==> config.mk <==
export PLATFORM = sky130hd
export DESIGN_NAME = mem_arbiter_flat
export DESIGN_NICKNAME = d
export VERILOG_FILES = /design/src/rtl/mem_arbiter_if.sv /design/src/rtl/mem_arbiter.sv /design/src/flat_wrapper.sv
export SDC_FILE = /design/constraint.sdc
export NUM_CORES = 1
export LEC_CHECK = 0
export CAP_MARGIN = 20
export CORE_MARGIN = 2
export CORE_UTILIZATION = 24
export DETAILED_ROUTE_END_ITERATION = 12
export PLACE_DENSITY_LB_ADDON = 0.12
export SETUP_SLACK_MARGIN = 0.4
export SLEW_MARGIN = 25
export SYNTH_ARGS = -nofsm -noshare
export SYNTH_HDL_FRONTEND = slang
export SYNTH_SLANG_ARGS = --single-unit
==> constraint.sdc <==
create_clock -name clk -period 1.5 [get_ports clk]
set_input_delay 0.3 -clock clk [delete_from_list [all_inputs] [get_ports clk]]
set_output_delay 0.3 -clock clk [all_outputs]
set_load 0.05 [all_outputs]
==> src/rtl/mem_arbiter_if.sv <==
// Bundle of the I-cache, D-cache and main-memory signals around the arbiter.
// slave = arbiter view, master = the caches/memory side driving the requests.
interface mem_arbiter_if #(
    parameter int DATA_W = 16
);
    logic              i_busy;
    logic              i_read_req;
    logic [DATA_W-1:0] i_addr;
    logic              i_pause;
    logic              i_data_vld;

    logic              d_busy;
    logic              d_read_req;
    logic [DATA_W-1:0] d_addr;
    logic              d_wrt;
    logic [DATA_W-1:0] d_wdata;
    logic              d_pause;
    logic              d_data_vld;
    logic              d_wrt_stall;

    logic [DATA_W-1:0] mem_addr;
    logic              mem_enable;
    logic              mem_wr;
    logic [DATA_W-1:0] mem_wdata;
    logic              mem_data_vld;

    modport slave (
        input  i_busy, i_read_req, i_addr,
        output i_pause, i_data_vld,
        input  d_busy, d_read_req, d_addr, d_wrt, d_wdata,
        output d_pause, d_data_vld, d_wrt_stall,
        output mem_addr, mem_enable, mem_wr, mem_wdata,
        input  mem_data_vld
    );

    modport master (
        output i_busy, i_read_req, i_addr,
        input  i_pause, i_data_vld,
        output d_busy, d_read_req, d_addr, d_wrt, d_wdata,
        input  d_pause, d_data_vld, d_wrt_stall,
        input  mem_addr, mem_enable, mem_wr, mem_wdata,
        output mem_data_vld
    );
endinterface

==> src/rtl/mem_arbiter.sv <==
// Shares the single pipelined main-memory port between the I-cache and D-cache
// fill FSMs (granted per whole block burst) and D-cache write-through stores.
module mem_arbiter #(
    parameter int BURST_LEN = 8,
    parameter int CNT_W     = 4
) (
    input  logic         clk,
    input  logic         rst,
    mem_arbiter_if.slave bus
);
    localparam logic [1:0] IDLE  = 2'd0;
    localparam logic [1:0] GNT_I = 2'd1;
    localparam logic [1:0] GNT_D = 2'd2;

    localparam logic SIDE_I = 1'b0;
    localparam logic SIDE_D = 1'b1;

    localparam logic [CNT_W-1:0] LAST_CNT = CNT_W'(BURST_LEN - 1);

    logic [1:0]       state;
    logic [1:0]       state_nxt;
    logic [CNT_W-1:0] vld_cnt;
    logic [CNT_W-1:0] vld_cnt_nxt;
    logic             last_grant;
    logic             last_grant_nxt;
    logic             own_busy;
    logic             burst_done;

    always_comb begin
        own_busy = 1'b0;
        case (state)
            GNT_I:   own_busy = bus.i_busy;
            GNT_D:   own_busy = bus.d_busy;
            default: own_busy = 1'b0;
        endcase
    end

    assign burst_done = bus.mem_data_vld && (vld_cnt == LAST_CNT);

    // Grant stays for the whole burst; on contention the side that did not
    // own the port last time wins, so back-to-back misses alternate.
    always_comb begin
        state_nxt      = state;
        vld_cnt_nxt    = vld_cnt;
        last_grant_nxt = last_grant;
        case (state)
            IDLE: begin
                vld_cnt_nxt = '0;
                if (bus.i_busy && bus.d_busy) begin
                    state_nxt = (last_grant == SIDE_I) ? GNT_D : GNT_I;
                end else if (bus.d_busy) begin
                    state_nxt = GNT_D;
                end else if (bus.i_busy) begin
                    state_nxt = GNT_I;
                end else begin
                    state_nxt = IDLE;
                end
            end
            GNT_I, GNT_D: begin
                if (!own_busy || burst_done) begin
                    state_nxt      = IDLE;
                    vld_cnt_nxt    = '0;
                    last_grant_nxt = (state == GNT_D) ? SIDE_D : SIDE_I;
                end else if (bus.mem_data_vld) begin
                    vld_cnt_nxt = vld_cnt + 1'b1;
                end
            end
            default: begin
                state_nxt   = IDLE;
                vld_cnt_nxt = '0;
            end
        endcase
    end

    always_ff @(posedge clk) begin
        if (rst) begin
            state      <= IDLE;
            vld_cnt    <= '0;
            last_grant <= SIDE_I;
        end else begin
            state      <= state_nxt;
            vld_cnt    <= vld_cnt_nxt;
            last_grant <= last_grant_nxt;
        end
    end

    // In IDLE the port belongs to the write-through store path; pauses are
    // combinational so a held FSM freezes in the same cycle it is refused.
    always_comb begin
        bus.i_pause     = 1'b0;
        bus.d_pause     = 1'b0;
        bus.i_data_vld  = 1'b0;
        bus.d_data_vld  = 1'b0;
        bus.d_wrt_stall = 1'b0;
        bus.mem_addr    = bus.d_addr;
        bus.mem_wdata   = bus.d_wdata;
        bus.mem_enable  = 1'b0;
        bus.mem_wr      = 1'b0;
        case (state)
            IDLE: begin
                bus.i_pause    = bus.i_busy;
                bus.d_pause    = bus.d_busy;
                bus.mem_enable = bus.d_wrt;
                bus.mem_wr     = bus.d_wrt;
            end
            GNT_I: begin
                bus.mem_addr    = bus.i_addr;
                bus.mem_enable  = bus.i_read_req;
                bus.d_pause     = bus.d_busy;
                bus.i_data_vld  = bus.mem_data_vld;
                bus.d_wrt_stall = bus.d_wrt;
            end
            GNT_D: begin
                bus.mem_addr    = bus.d_addr;
                bus.mem_enable  = bus.d_read_req;
                bus.i_pause     = bus.i_busy;
                bus.d_data_vld  = bus.mem_data_vld;
                bus.d_wrt_stall = bus.d_wrt;
            end
            default: begin
                bus.i_pause = bus.i_busy;
                bus.d_pause = bus.d_busy;
            end
        endcase
    end

    a_vld_mutex: assert property (@(posedge clk) !(bus.i_data_vld && bus.d_data_vld));
    a_i_vld_own: assert property (@(posedge clk) bus.i_data_vld |-> (state == GNT_I));
    a_d_vld_own: assert property (@(posedge clk) bus.d_data_vld |-> (state == GNT_D));
    a_wr_idle:   assert property (@(posedge clk) bus.mem_wr |-> (state == IDLE));
    a_cnt_range: assert property (@(posedge clk) disable iff (rst) vld_cnt <= LAST_CNT);

endmodule

==> src/flat_wrapper.sv <==
// flat-port wrapper written by rule: the top's interface ports become plain ports
module mem_arbiter_flat 
#(
    parameter int BURST_LEN = 8,
    parameter int CNT_W     = 4
)
  (clk, rst, bus_i_busy, bus_i_read_req, bus_i_addr, bus_i_pause, bus_i_data_vld, bus_d_busy, bus_d_read_req, bus_d_addr, bus_d_wrt, bus_d_wdata, bus_d_pause, bus_d_data_vld, bus_d_wrt_stall, bus_mem_addr, bus_mem_enable, bus_mem_wr, bus_mem_wdata, bus_mem_data_vld);
  mem_arbiter_if bus_i ();
  input  logic clk;
  input  logic rst;
  input wire logic [$bits(bus_i.i_busy)-1:0] bus_i_busy;
  input wire logic [$bits(bus_i.i_read_req)-1:0] bus_i_read_req;
  input wire logic [$bits(bus_i.i_addr)-1:0] bus_i_addr;
  output wire logic [$bits(bus_i.i_pause)-1:0] bus_i_pause;
  output wire logic [$bits(bus_i.i_data_vld)-1:0] bus_i_data_vld;
  input wire logic [$bits(bus_i.d_busy)-1:0] bus_d_busy;
  input wire logic [$bits(bus_i.d_read_req)-1:0] bus_d_read_req;
  input wire logic [$bits(bus_i.d_addr)-1:0] bus_d_addr;
  input wire logic [$bits(bus_i.d_wrt)-1:0] bus_d_wrt;
  input wire logic [$bits(bus_i.d_wdata)-1:0] bus_d_wdata;
  output wire logic [$bits(bus_i.d_pause)-1:0] bus_d_pause;
  output wire logic [$bits(bus_i.d_data_vld)-1:0] bus_d_data_vld;
  output wire logic [$bits(bus_i.d_wrt_stall)-1:0] bus_d_wrt_stall;
  output wire logic [$bits(bus_i.mem_addr)-1:0] bus_mem_addr;
  output wire logic [$bits(bus_i.mem_enable)-1:0] bus_mem_enable;
  output wire logic [$bits(bus_i.mem_wr)-1:0] bus_mem_wr;
  output wire logic [$bits(bus_i.mem_wdata)-1:0] bus_mem_wdata;
  input wire logic [$bits(bus_i.mem_data_vld)-1:0] bus_mem_data_vld;
  assign bus_i.i_busy = bus_i_busy;
  assign bus_i.i_read_req = bus_i_read_req;
  assign bus_i.i_addr = bus_i_addr;
  assign bus_i_pause = bus_i.i_pause;
  assign bus_i_data_vld = bus_i.i_data_vld;
  assign bus_i.d_busy = bus_d_busy;
  assign bus_i.d_read_req = bus_d_read_req;
  assign bus_i.d_addr = bus_d_addr;
  assign bus_i.d_wrt = bus_d_wrt;
  assign bus_i.d_wdata = bus_d_wdata;
  assign bus_d_pause = bus_i.d_pause;
  assign bus_d_data_vld = bus_i.d_data_vld;
  assign bus_d_wrt_stall = bus_i.d_wrt_stall;
  assign bus_mem_addr = bus_i.mem_addr;
  assign bus_mem_enable = bus_i.mem_enable;
  assign bus_mem_wr = bus_i.mem_wr;
  assign bus_mem_wdata = bus_i.mem_wdata;
  assign bus_i.mem_data_vld = bus_mem_data_vld;
  mem_arbiter #(.BURST_LEN(BURST_LEN), .CNT_W(CNT_W)) u_core (.clk(clk), .rst(rst), .bus(bus_i));
endmodule
==> results.sh <==
export IMPL_clock_tree_root_cell="clkbuf_4"
export IMPL_coreArea_mm2=0.00328
export IMPL_ys_top_cells_by_count="buf_4 (17), mux2_2 (16), dfxtp_1 (7), ha_1 (6)"
export IMPL_layoutNonFillerInstCount=194
export IMPL_end_kind="primary output"
export IMPL_syn_area_um2=810
export IMPL_clk_latency_ns=0.24
export IMPL_antenna_found_initial=0
export IMPL_critPathBufInv=3
export IMPL_wl_mm=2.77
export IMPL_syn_nets=151
export IMPL_post_synth_top_count_cell="buf_4"
export IMPL_grt_pass1_vias=853
export IMPL_track_usage_pct=13.2
export IMPL_first_iter_violations=4
export IMPL_htreeDepth=1
export IMPL_post_route_drc_count=0
export IMPL_syn_instance_count=89
export IMPL_n_antenna_cell=0
export IMPL_die_h_um=62.1
export IMPL_cap_violations=0
export IMPL_clkSlewWorstSetupHoldPaths_ns=0.05
export IMPL_cp_arrival_ns=1.44
export IMPL_cpMaxStageDelayCell="dfxtp_2"
export IMPL_synth_edf_count=0
export IMPL_hold_path_class="reg -> reg"
export IMPL_ys_top_cells_by_area="mux2_2 (22%), dfxtp_1 (17%), buf_4 (16%), ha_1 (9.3%), mux2i_1 (3.7%)"
export IMPL_die_w_um=62.1
export IMPL_num_rows=21
export IMPL_cellLeakagePower_nw=0.743
export IMPL_detail_route_first_pass_iterations=4
export IMPL_layout_nets=211
export IMPL_yosysTopAreaCellShare_pct=22.3
export IMPL_cts_max_path_buffers=2
export IMPL_vias_per_cell=4.47
export IMPL_status="complete, but fails checks"
export IMPL_fmax_ghz=0.574
export IMPL_final_min_clock_period_ns=1.74
export IMPL_cp_max_fo=6
export IMPL_final_layout_size_suffix_gt1_share_pct=52.0
export IMPL_dp_cells=187
export IMPL_gp_congestion=0.888
export IMPL_avgRoutedWirePerCell_um=14.3
export IMPL_setup_viol=24
export IMPL_relSlewSlack_pct=79.8
export IMPL_grt_pass1_wl_mm=3.80
export IMPL_synth_cell_types=31
export IMPL_required_ns=1.20
export IMPL_worstPathCellList="inv_4, ha_4, clkbuf_16, mux2_4, buf_6"
export IMPL_violations="negative setup slack"
export IMPL_postRouteAntennaNets=0
export IMPL_syn_to_final_growth_pct=119
export IMPL_final_hold_violation_count=0
export IMPL_vdd_drop_max_v=0.000409
export IMPL_start_util_pct=24.6
export IMPL_finClkSkew_ns=0.00159
export IMPL_p_per_area_mw_per_mm2=567
export IMPL_maxSlewViolCount=0
export IMPL_critPathLaunchType="flip-flop"
export IMPL_worstMarginPinSlew_ns=0.303
export IMPL_die_area_mm2=0.00385
export IMPL_grt_max_degree=14
export IMPL_synth_yosys_seq_area_share_pct=17.3
export IMPL_vias=867
export IMPL_finalCritPeriodShare_pct=116
export IMPL_cts_tree="built"
export IMPL_io_pins=95
export IMPL_grt_overflow_total=0
export IMPL_rsz0062_at_grt="true"
export IMPL_synth_warnings=0
export IMPL_cpPeakStageDelay_ns=0.33
export IMPL_synth_seq_cells=7
export IMPL_avgSynthCellArea_um2=9.10
export IMPL_io_buffers=62
export IMPL_yosys_most_used_dff="dfxtp_1"
export IMPL_critPathKind="reg -> out"
export IMPL_fin_ws_ns=-0.243
export IMPL_timing_hold_ws_ns=0.493
export IMPL_async_flop_share_pct=0
export IMPL_final_core_utilization_pct=53.9
export IMPL_cts_buffers=3
export IMPL_dp_hpwl_mm=2.20
export IMPL_synth_largest_area_cell="mux2_2"
export IMPL_crit_family="buffers and inverters"
export IMPL_numClockSinks=7
[state kept, by name, summed over array words and instances, names as in the netlist]
| signal | count |
|---|---|
| u_core.vld_cnt | 4 |
| u_core.state | 2 |
| u_core.last_grant | 1 |
[logic make-up after synthesis]
| group | Yosys count | synth area share [%] |
|---|---|---|
| AND/OR/NAND/NOR | 26 | 19.9 |
| buffers and inverters | 22 | 19.2 |
| multiplexers | 19 | 26.0 |
| AO/OA/AOI/OAI | 7 | 6.18 |
| flip-flops | 7 | 17.3 |
| adder cells (fa/ha/maj) | 6 | 9.27 |
| XOR/XNOR | 2 | 2.16 |
[where the power goes]
group / total (mW) / internal [mW] / leakage (nW) / switching (mW)
Combinational: 0.641 / 0.341 / 0.670 / 0.300
Sequential: 0.196 / 0.190 / 0.0583 / 0.00590
Clock: 0.166 / 0.101 / 0.0150 / 0.0650
[layer usage]
| layer | up-vias | routed length [um] | track usage (%) | part of all wire (%) |
|---|---|---|---|---|
| met5 | - | 0 | 0 | 0 |
| met4 | 0 | 19 | 3.95 | 0.69 |
| met3 | 6 | 311 | 4.55 | 11 |
| met2 | 39 | 1310 | 22.3 | 47 |
| met1 | 408 | 1130 | 15.7 | 41 |
| li1 | 414 | - | - | - |
[cell type report]
class	count	area (um2)
Timing Repair Buffer	74	860
Sequential cell	7	146
Multi-Input combinational cell	60	667
Fill cell	304	1510
Inverter	3	13.8
Clock buffer	4	26.3
Tap cell	46	57.6
[stage by stage]
step | setup TNS [ns] | setup slack [ns] | power (mW) | cell area [um2]
finish | -4.54 | -0.243 | 1.00 | 1770
global route | -6.31 | -0.299 | 1.06 | 1770
CTS | -4.82 | -0.264 | 0.970 | 1650
detailed placement | -0.782 | -0.129 | 0.771 | 1560
global placement | -0.540 | -0.0901 | 0.767 | 1560
floorplan | 0 | 0.0201 | 0.627 | 931
[path summary, 6_finish.rpt]
kind	from	endpoint	slack, ns	cells after the start
hold reg to reg	u_core.vld_cnt[3]$_SDFFE_PP0P_	u_core.vld_cnt[3]$_SDFFE_PP0P_	0.49	2
setup / recovery	u_core.state[1]$_SDFFE_PP0P_	bus_mem_addr[2]	-0.24	5
setup reg to reg	u_core.state[1]$_SDFFE_PP0P_	u_core.vld_cnt[0]$_SDFFE_PP0P_	-0.01	6
hold / removal	u_core.vld_cnt[3]$_SDFFE_PP0P_	u_core.vld_cnt[3]$_SDFFE_PP0P_	0.49	2
[what timing repair did]
item,CTS,global route
cloned,0,1
gates resized for setup,20,20
pin swaps,4,2
setup buffers,0,2
hold buffers,0,0
setup endpoints to repair,30,30
[cells in the final DEF (no fill, tap or decap), types with 2 or more instances in the layout]
cell type and instances:
ha_1 2, clkdlybuf4s50_1 38, dfxtp_1 4, buf_8 6
mux2i_1 3, buf_12 8, buf_4 8, nor3_2 2
mux2_4 16, nor2b_4 2, ha_4 2, nand2b_1 3
nand3_1 2, buf_6 12, ha_2 2, and2_4 4
nand2_1 3, dfxtp_2 2, clkbuf_4 3
[worst reg2reg max path, cell delays in order (launching register included)]
cell and delay (ns):
dfxtp_2 0.34, buf_4 0.12, ha_2 0.21, buf_4 0.16, a22o_1 0.16, nand3b_1 0.22
nor3_2 0.23
Note: power is estimated with default switching activity, not from simulation.
